### config.mk
export PLATFORM = sky130hd
export DESIGN_NAME = execute_stage
export DESIGN_NICKNAME = d
export VERILOG_FILES = /design/src/rtl/execute_stage.sv
export SDC_FILE = /design/constraint.sdc
export NUM_CORES = 1
export LEC_CHECK = 0
export CAP_MARGIN = 5
export CORE_ASPECT_RATIO = 0.8
export CORE_MARGIN = 2
export CORE_UTILIZATION = 30
export CTS_CLUSTER_DIAMETER = 50
export DETAILED_ROUTE_END_ITERATION = 7
export PLACE_DENSITY = 0.6
export SYNTH_ARGS = -nofsm -noshare
export SYNTH_HDL_FRONTEND = slang
export SYNTH_SLANG_ARGS = --single-unit
export TNS_END_PERCENT = 5
### constraint.sdc
create_clock -name clk -period 11.1 [get_ports clk]
set_clock_uncertainty 0.05 [all_clocks]
set_input_delay 2.22 -clock clk [delete_from_list [all_inputs] [get_ports clk]]
set_output_delay 2.22 -clock clk [all_outputs]
set_load 0.005 [all_outputs]
### src/rtl/execute_stage.sv
// rtl/execute_stage.sv - EX stage: integer ALU, branch target adder and EX/MEM pipeline register
module execute_stage #(
  parameter int WIDTH = 32,
  parameter int REGW  = 5
) (
  input  logic             clk,
  input  logic             reset,
  input  logic [WIDTH-1:0] pcDE,
  input  logic [WIDTH-1:0] SrcAE,
  input  logic [WIDTH-1:0] SrcBE,
  input  logic [2:0]       AluControlE,
  input  logic [WIDTH-1:0] SignImmE,
  input  logic [WIDTH-1:0] WriteDataE,
  input  logic [REGW-1:0]  WriteRegE,
  output logic [WIDTH-1:0] ALUResultE,
  output logic             ZeroE,
  output logic [WIDTH-1:0] ALUOutM,
  output logic             ZeroM,
  output logic [WIDTH-1:0] BranchTargetM,
  output logic [WIDTH-1:0] WriteDataM,
  output logic [REGW-1:0]  WriteRegM,
  output logic [WIDTH-1:0] pcEM
);

  localparam logic [2:0] OP_AND = 3'b000;
  localparam logic [2:0] OP_OR  = 3'b001;
  localparam logic [2:0] OP_ADD = 3'b010;
  localparam logic [2:0] OP_XOR = 3'b011;
  localparam logic [2:0] OP_SLL = 3'b100;
  localparam logic [2:0] OP_SRL = 3'b101;
  localparam logic [2:0] OP_SUB = 3'b110;
  localparam logic [2:0] OP_SLT = 3'b111;

  logic [WIDTH-1:0] w_alu_result;
  logic [WIDTH-1:0] w_target;
  logic [4:0]       w_shamt;
  logic             w_lt;

  logic [WIDTH-1:0] r_alu_out;
  logic             r_zero;
  logic [WIDTH-1:0] r_target;
  logic [WIDTH-1:0] r_write_data;
  logic [REGW-1:0]  r_write_reg;
  logic [WIDTH-1:0] r_pc;

  // Shifts only ever look at the low five bits of operand B.
  assign w_shamt = SrcBE[4:0];
  assign w_lt    = $signed(SrcAE) < $signed(SrcBE);

  // Combinational ALU; every control code is defined so there is no default-X path.
  always_comb begin
    w_alu_result = '0;
    case (AluControlE)
      OP_AND: w_alu_result = SrcAE & SrcBE;
      OP_OR:  w_alu_result = SrcAE | SrcBE;
      OP_ADD: w_alu_result = SrcAE + SrcBE;
      OP_XOR: w_alu_result = SrcAE ^ SrcBE;
      OP_SLL: w_alu_result = SrcAE << w_shamt;
      OP_SRL: w_alu_result = SrcAE >> w_shamt;
      OP_SUB: w_alu_result = SrcAE - SrcBE;
      OP_SLT: w_alu_result = {{(WIDTH-1){1'b0}}, w_lt};
      default: w_alu_result = '0;
    endcase
  end

  // Branch/jump target is a separate adder so it never depends on the ALU op.
  assign w_target = pcDE + SignImmE;

  assign ALUResultE = w_alu_result;
  assign ZeroE      = (w_alu_result == '0);

  // EX/MEM register: loads every cycle, async clear drops any in-flight instruction.
  always_ff @(posedge clk or negedge reset) begin
    if (!reset) begin
      r_alu_out    <= '0;
      r_zero       <= 1'b0;
      r_target     <= '0;
      r_write_data <= '0;
      r_write_reg  <= '0;
      r_pc         <= '0;
    end else begin
      r_alu_out    <= w_alu_result;
      r_zero       <= ZeroE;
      r_target     <= w_target;
      r_write_data <= WriteDataE;
      r_write_reg  <= WriteRegE;
      r_pc         <= pcDE;
    end
  end

  assign ALUOutM       = r_alu_out;
  assign ZeroM         = r_zero;
  assign BranchTargetM = r_target;
  assign WriteDataM    = r_write_data;
  assign WriteRegM     = r_write_reg;
  assign pcEM          = r_pc;

endmodule

## After elaboration in Yosys (flattened, before gate mapping)

Cells that the tools add are included.

- Register bits: 134
- Output and inout bits: 167

- $add $sub $neg: 3
- Magnitude comparators: 1
- Eq/ne operators: 7
- Shifts and indexed selects: 2
- Muxes and demuxes: 1
- Bitwise logic cells: 3
- Reduce and logical (&&, ||, !) cells: 2

Operator list:

| cell | count |
|---|---|
| $pmux 32 s8 | 1 |
| $add 32x32->32 | 2 |
| $and 32x32->32 | 1 |
| $logic_not 32->1 | 1 |
| $lt 32x32->1 | 1 |
| $or 32x32->32 | 1 |
| $shl 32x5->32 | 1 |
| $shr 32x5->32 | 1 |
| $sub 32x32->32 | 1 |
| $xor 32x32->32 | 1 |
| $eq 3x3->1 const B | 4 |
| $eq 3x2->1 const B | 2 |
| $eq 3x1->1 const B | 1 |
| $logic_not 3->1 | 1 |

## Longest topological paths before layout

- Depth after elaboration: 3
- Gate-level depth with buffers: 20
- Mapped depth without buffers: 16

## Worst setup path before layout

No wires, ideal clock.

- Kind: input port to output port
- Start: input port SrcBE[1]
- End: output port ZeroE
- Data arrival time: 7.389 ns
- Path slack: 1.441 ns
- Stages on the path: 19
- Path buffers: 5
- Path through: buf_2 inv_1 buf_1 clkbuf_1 buf_1 buf_1 ha_1 nor2_1 o311a_1 o311ai_2 o21ai_2 a2111oi_0 nor2_1 nor3b_1 o31a_1 or4b_1 nor4_1 and4bb_1 nor4b_4

- Longest elaborated chain between the ends: 3

RTL lines:

| what | line | text |
|---|---|---|
| from (decl) | 10 | `input logic [WIDTH-1:0] SrcBE,` |
| $sub 32x32->32 (tied with other cells) | 60 | `OP_SUB: w_alu_result = SrcAE - SrcBE;` |
| $pmux 32 s8 * | 53 | `case (AluControlE)` |
| net ALUResultE[21] | 15 | `output logic [WIDTH-1:0] ALUResultE,` |
| $logic_not 32->1 * | 70 | `assign ZeroE = (w_alu_result == '0);` |
| to (decl) | 16 | `output logic ZeroE,` |

The timed path passes the listed nets; every way through them passes the cells marked *.

## Worst setup path in the final report

- Start: input port SrcBE[0]
- End: output port ZeroE

- Longest elaborated chain between the ends: 3

RTL lines:

| what | line |
|---|---|
| $sub 32x32->32 (tied with other cells) | 60 |
| $pmux 32 s8 * | 53 |
| $logic_not 32->1 * | 70 |

Mark *: on every way between the ends. The rest lies on a longest branch, timed or not.

==> results.ini <==
[timing]
max-slew-margin-rel_pct=23.54
fmax_mhz=97.38
setup_tns_ns=0
finalHoldViolCount=0
slew_viol_final=0
tightest_slew_ns=1.143
fin_crit_ns=10.27
setup_viol=0
period_share_pct=92.52
rsz0062_at_grt=no

[logic_synthesis]
syn_area_um2=14050
ys_seq_area_share_pct=23.86
synth_edf_count=0
syn_nets=1965
async_reset_ff_share_pct=100.0
syn_inst=1661
yosys-top-cells-area=dfrtp_1, ha_1, mux4_2, a21oi_1, nor2_1
yosysWarnings=0
yosys.area.top_type=dfrtp_1
syn_avg_cell_area_um2=8.461
yosysTopAreaCellShare_pct=23.86
netlist-cell-type-count=88
synth_ff_type=dfrtp_1
ys_ff_latch=134
synthTopCellsByCount=a21oi_1, dfrtp_1, ha_1, nor2_1, inv_1
synth.most_common_cell=a21oi_1

[detailed_routing]
drt_iter0_markers=1917
vias_per_cell=5.959
routedWlPerCell_um=24.82
wl_um=63960
first_pass_iters=6
vias=15360
drc=0
drtAntennaViolNets=0

[power_and_ir_drop]
ir_worst_vdd_uv=107.4
clkPwrFrac_pct=27.9
switching_share_pct=37.83
p_comb_share_pct=44.0
internal_power_mw=1.236
power.switching_uw=751.9
p_total_mw=1.988
seq_power_share_pct=28.1
p_per_area_nw_per_um2=106.6
p_leak_nw=7.819

[worst_setup_path]
cp_slowest_cell=mux2i_1
crit_type=in -> out
cp-end-kind=output pin
crit_buf_inv=3
critPathMostFrequentCell=nor4_1
start_kind=input port
critical_path.max_stage_delay_ns=0.74
cp.arrival_ns=8.00
cp.required_ns=8.83
crit_family=simple AND/OR/NAND/NOR gates
worstPathMaxFanout=53
path_cells=buf_4, buf_12, mux4_2, mux2i_1, o221ai_1, a221oi_1, nand2_1, nor4_1, nor3_1, a211oi_1, or4b_1, nor4_1, and4bb_1, nor4b_4, clkdlybuf4s50_1

[floorplan]
start_util_pct=30.56
coreArea_um2=45980
die_h_um=197.6
rows=70
ios=337
fp.dieArea_um2=48600
die_w_um=246.0

[placement]
numPortBuffers=336
dp_cells=2545
routabilityCongestion=1.015
hpwl_um=50160

[clock_tree]
cts-root-buf=clkbuf_16
postCtsSetupBuffers=0
cts_tree=built
cts.clk_slew.worst_paths_ns=0.07
ctsHoldBuffers=0
cts.path.max_buffers=2
cts_made_buffers=17
cts_sinks=134
cts_resized=0
ctsHtreeMaxLevel=4

[cells_and_area]
drive_gt1_share_pct=9.771
nNetsFinal=2256
antenna_cells=0
nFillCells=4549
instances_no_fill=2577
syn_to_final_growth_pct=32.67

[global_routing]
grt_pass1_vias=14490
antenna_found_initial=0
grt_first_pass_wirelength_um=93750
grt_usage_pct=25.57
grt_max_degree=82
overflow=0

[job]
drv_cap=0

[min_path]
min_path_type=in -> async

[outcome]
outcome=finished clean

-- area by class of cell --
cell class / count / area, µm² / area share (%)
inverter: 117 / 439.2 / 2.355
sequential: 134 / 3353 / 17.98
tap: 612 / 765.7 / 4.107
clock inverter: 15 / 150.1 / 0.8053
timing repair buffer: 387 / 3727 / 19.99
multi-input combinational: 1295 / 9784 / 52.48
clock buffer: 17 / 425.4 / 2.282
-- placed cells by master (no fill, tap or decap), types with 11 or more instances in the layout --
master / instances
a211oi_1: 31
a21o_1: 21
a21oi_1: 167
a31oi_1: 30
and3_1: 13
buf_4: 51
clkbuf_16: 17
clkdlybuf4s50_1: 328
dfrtp_1: 134
ha_1: 131
inv_1: 115
mux2_2: 30
mux2i_1: 47
mux4_2: 44
nand2_1: 114
nand2b_1: 15
nand3_1: 52
nand4_1: 16
nor2_1: 127
nor2b_1: 23
nor3_1: 28
nor4_1: 14
o211ai_1: 26
o21a_1: 13
o21ai_0: 83
o22ai_1: 20
o31ai_1: 11
xnor2_1: 30
-- flip-flops by register name (all words and copies together) (netlist names) --
name	cells
ALUOutM	32
BranchTargetM	32
WriteDataM	32
pcEM	32
WriteRegM	5
ZeroM	1
-- path summary, 6_finish.rpt --
| check | from | endpoint | slack (ns) | cells past startpoint |
|---|---|---|---|---|
| worst min-delay path | reset | WriteDataM[13] | 1.70 | 1 |
| max in group asynchronous | reset | ALUOutM[20] | 7.94 | 2 |
| min in group clk | WriteDataE[10] | WriteDataM[10] | 2.15 | 1 |
| worst max-delay path | SrcBE[0] | ZeroE | 0.83 | 15 |
-- logic make-up after synthesis --
logic type	after synthesis	share of synthesized area, %
adders and majority gates	134	12.09
AOI/OAI and AO/OA	545	25.69
and+or+nand+nor	449	15.54
muxes	128	13.68
xor gates and xnor gates	39	2.431
buffers and inverters	232	6.713
DFF	134	23.86
-- layer usage --
layer  vias to the layer above  track usage (%)  share of wire, %
li1                       6766                -                 -
met1                      7500            36.16                43
met2                       990            38.82                43
met3                       101            6.290                11
met4                         0            6.285               2.2
met5                         -                0                 0
-- through the flow --
| step | hold WS (ns) | setup WS, ns | utilization (%) | cell area (µm²) |
|---|---|---|---|---|
| floorplan | 1.874 | 1.441 | - | 14050 |
| global placement | 2.192 | 1.040 | 39.30 | 18070 |
| detailed placement | 2.195 | 0.9750 | 39.30 | 18070 |
| CTS | 1.709 | 0.9035 | 40.55 | 18650 |
| global route | 1.746 | 0.4718 | 40.55 | 18650 |
| finish | 1.702 | 0.8305 | 40.55 | 18650 |
-- power groups by stage --
stage,clock network (mW),registers (mW),logic [mW]
CTS,0.571,0.559,0.859
finish,0.555,0.558,0.875
global placement,0,0.567,0.851
floorplan,0,0.575,0.423
global route,0.594,0.563,0.932
detailed placement,0,0.568,0.855
Power figures use the tool's default switching activity.
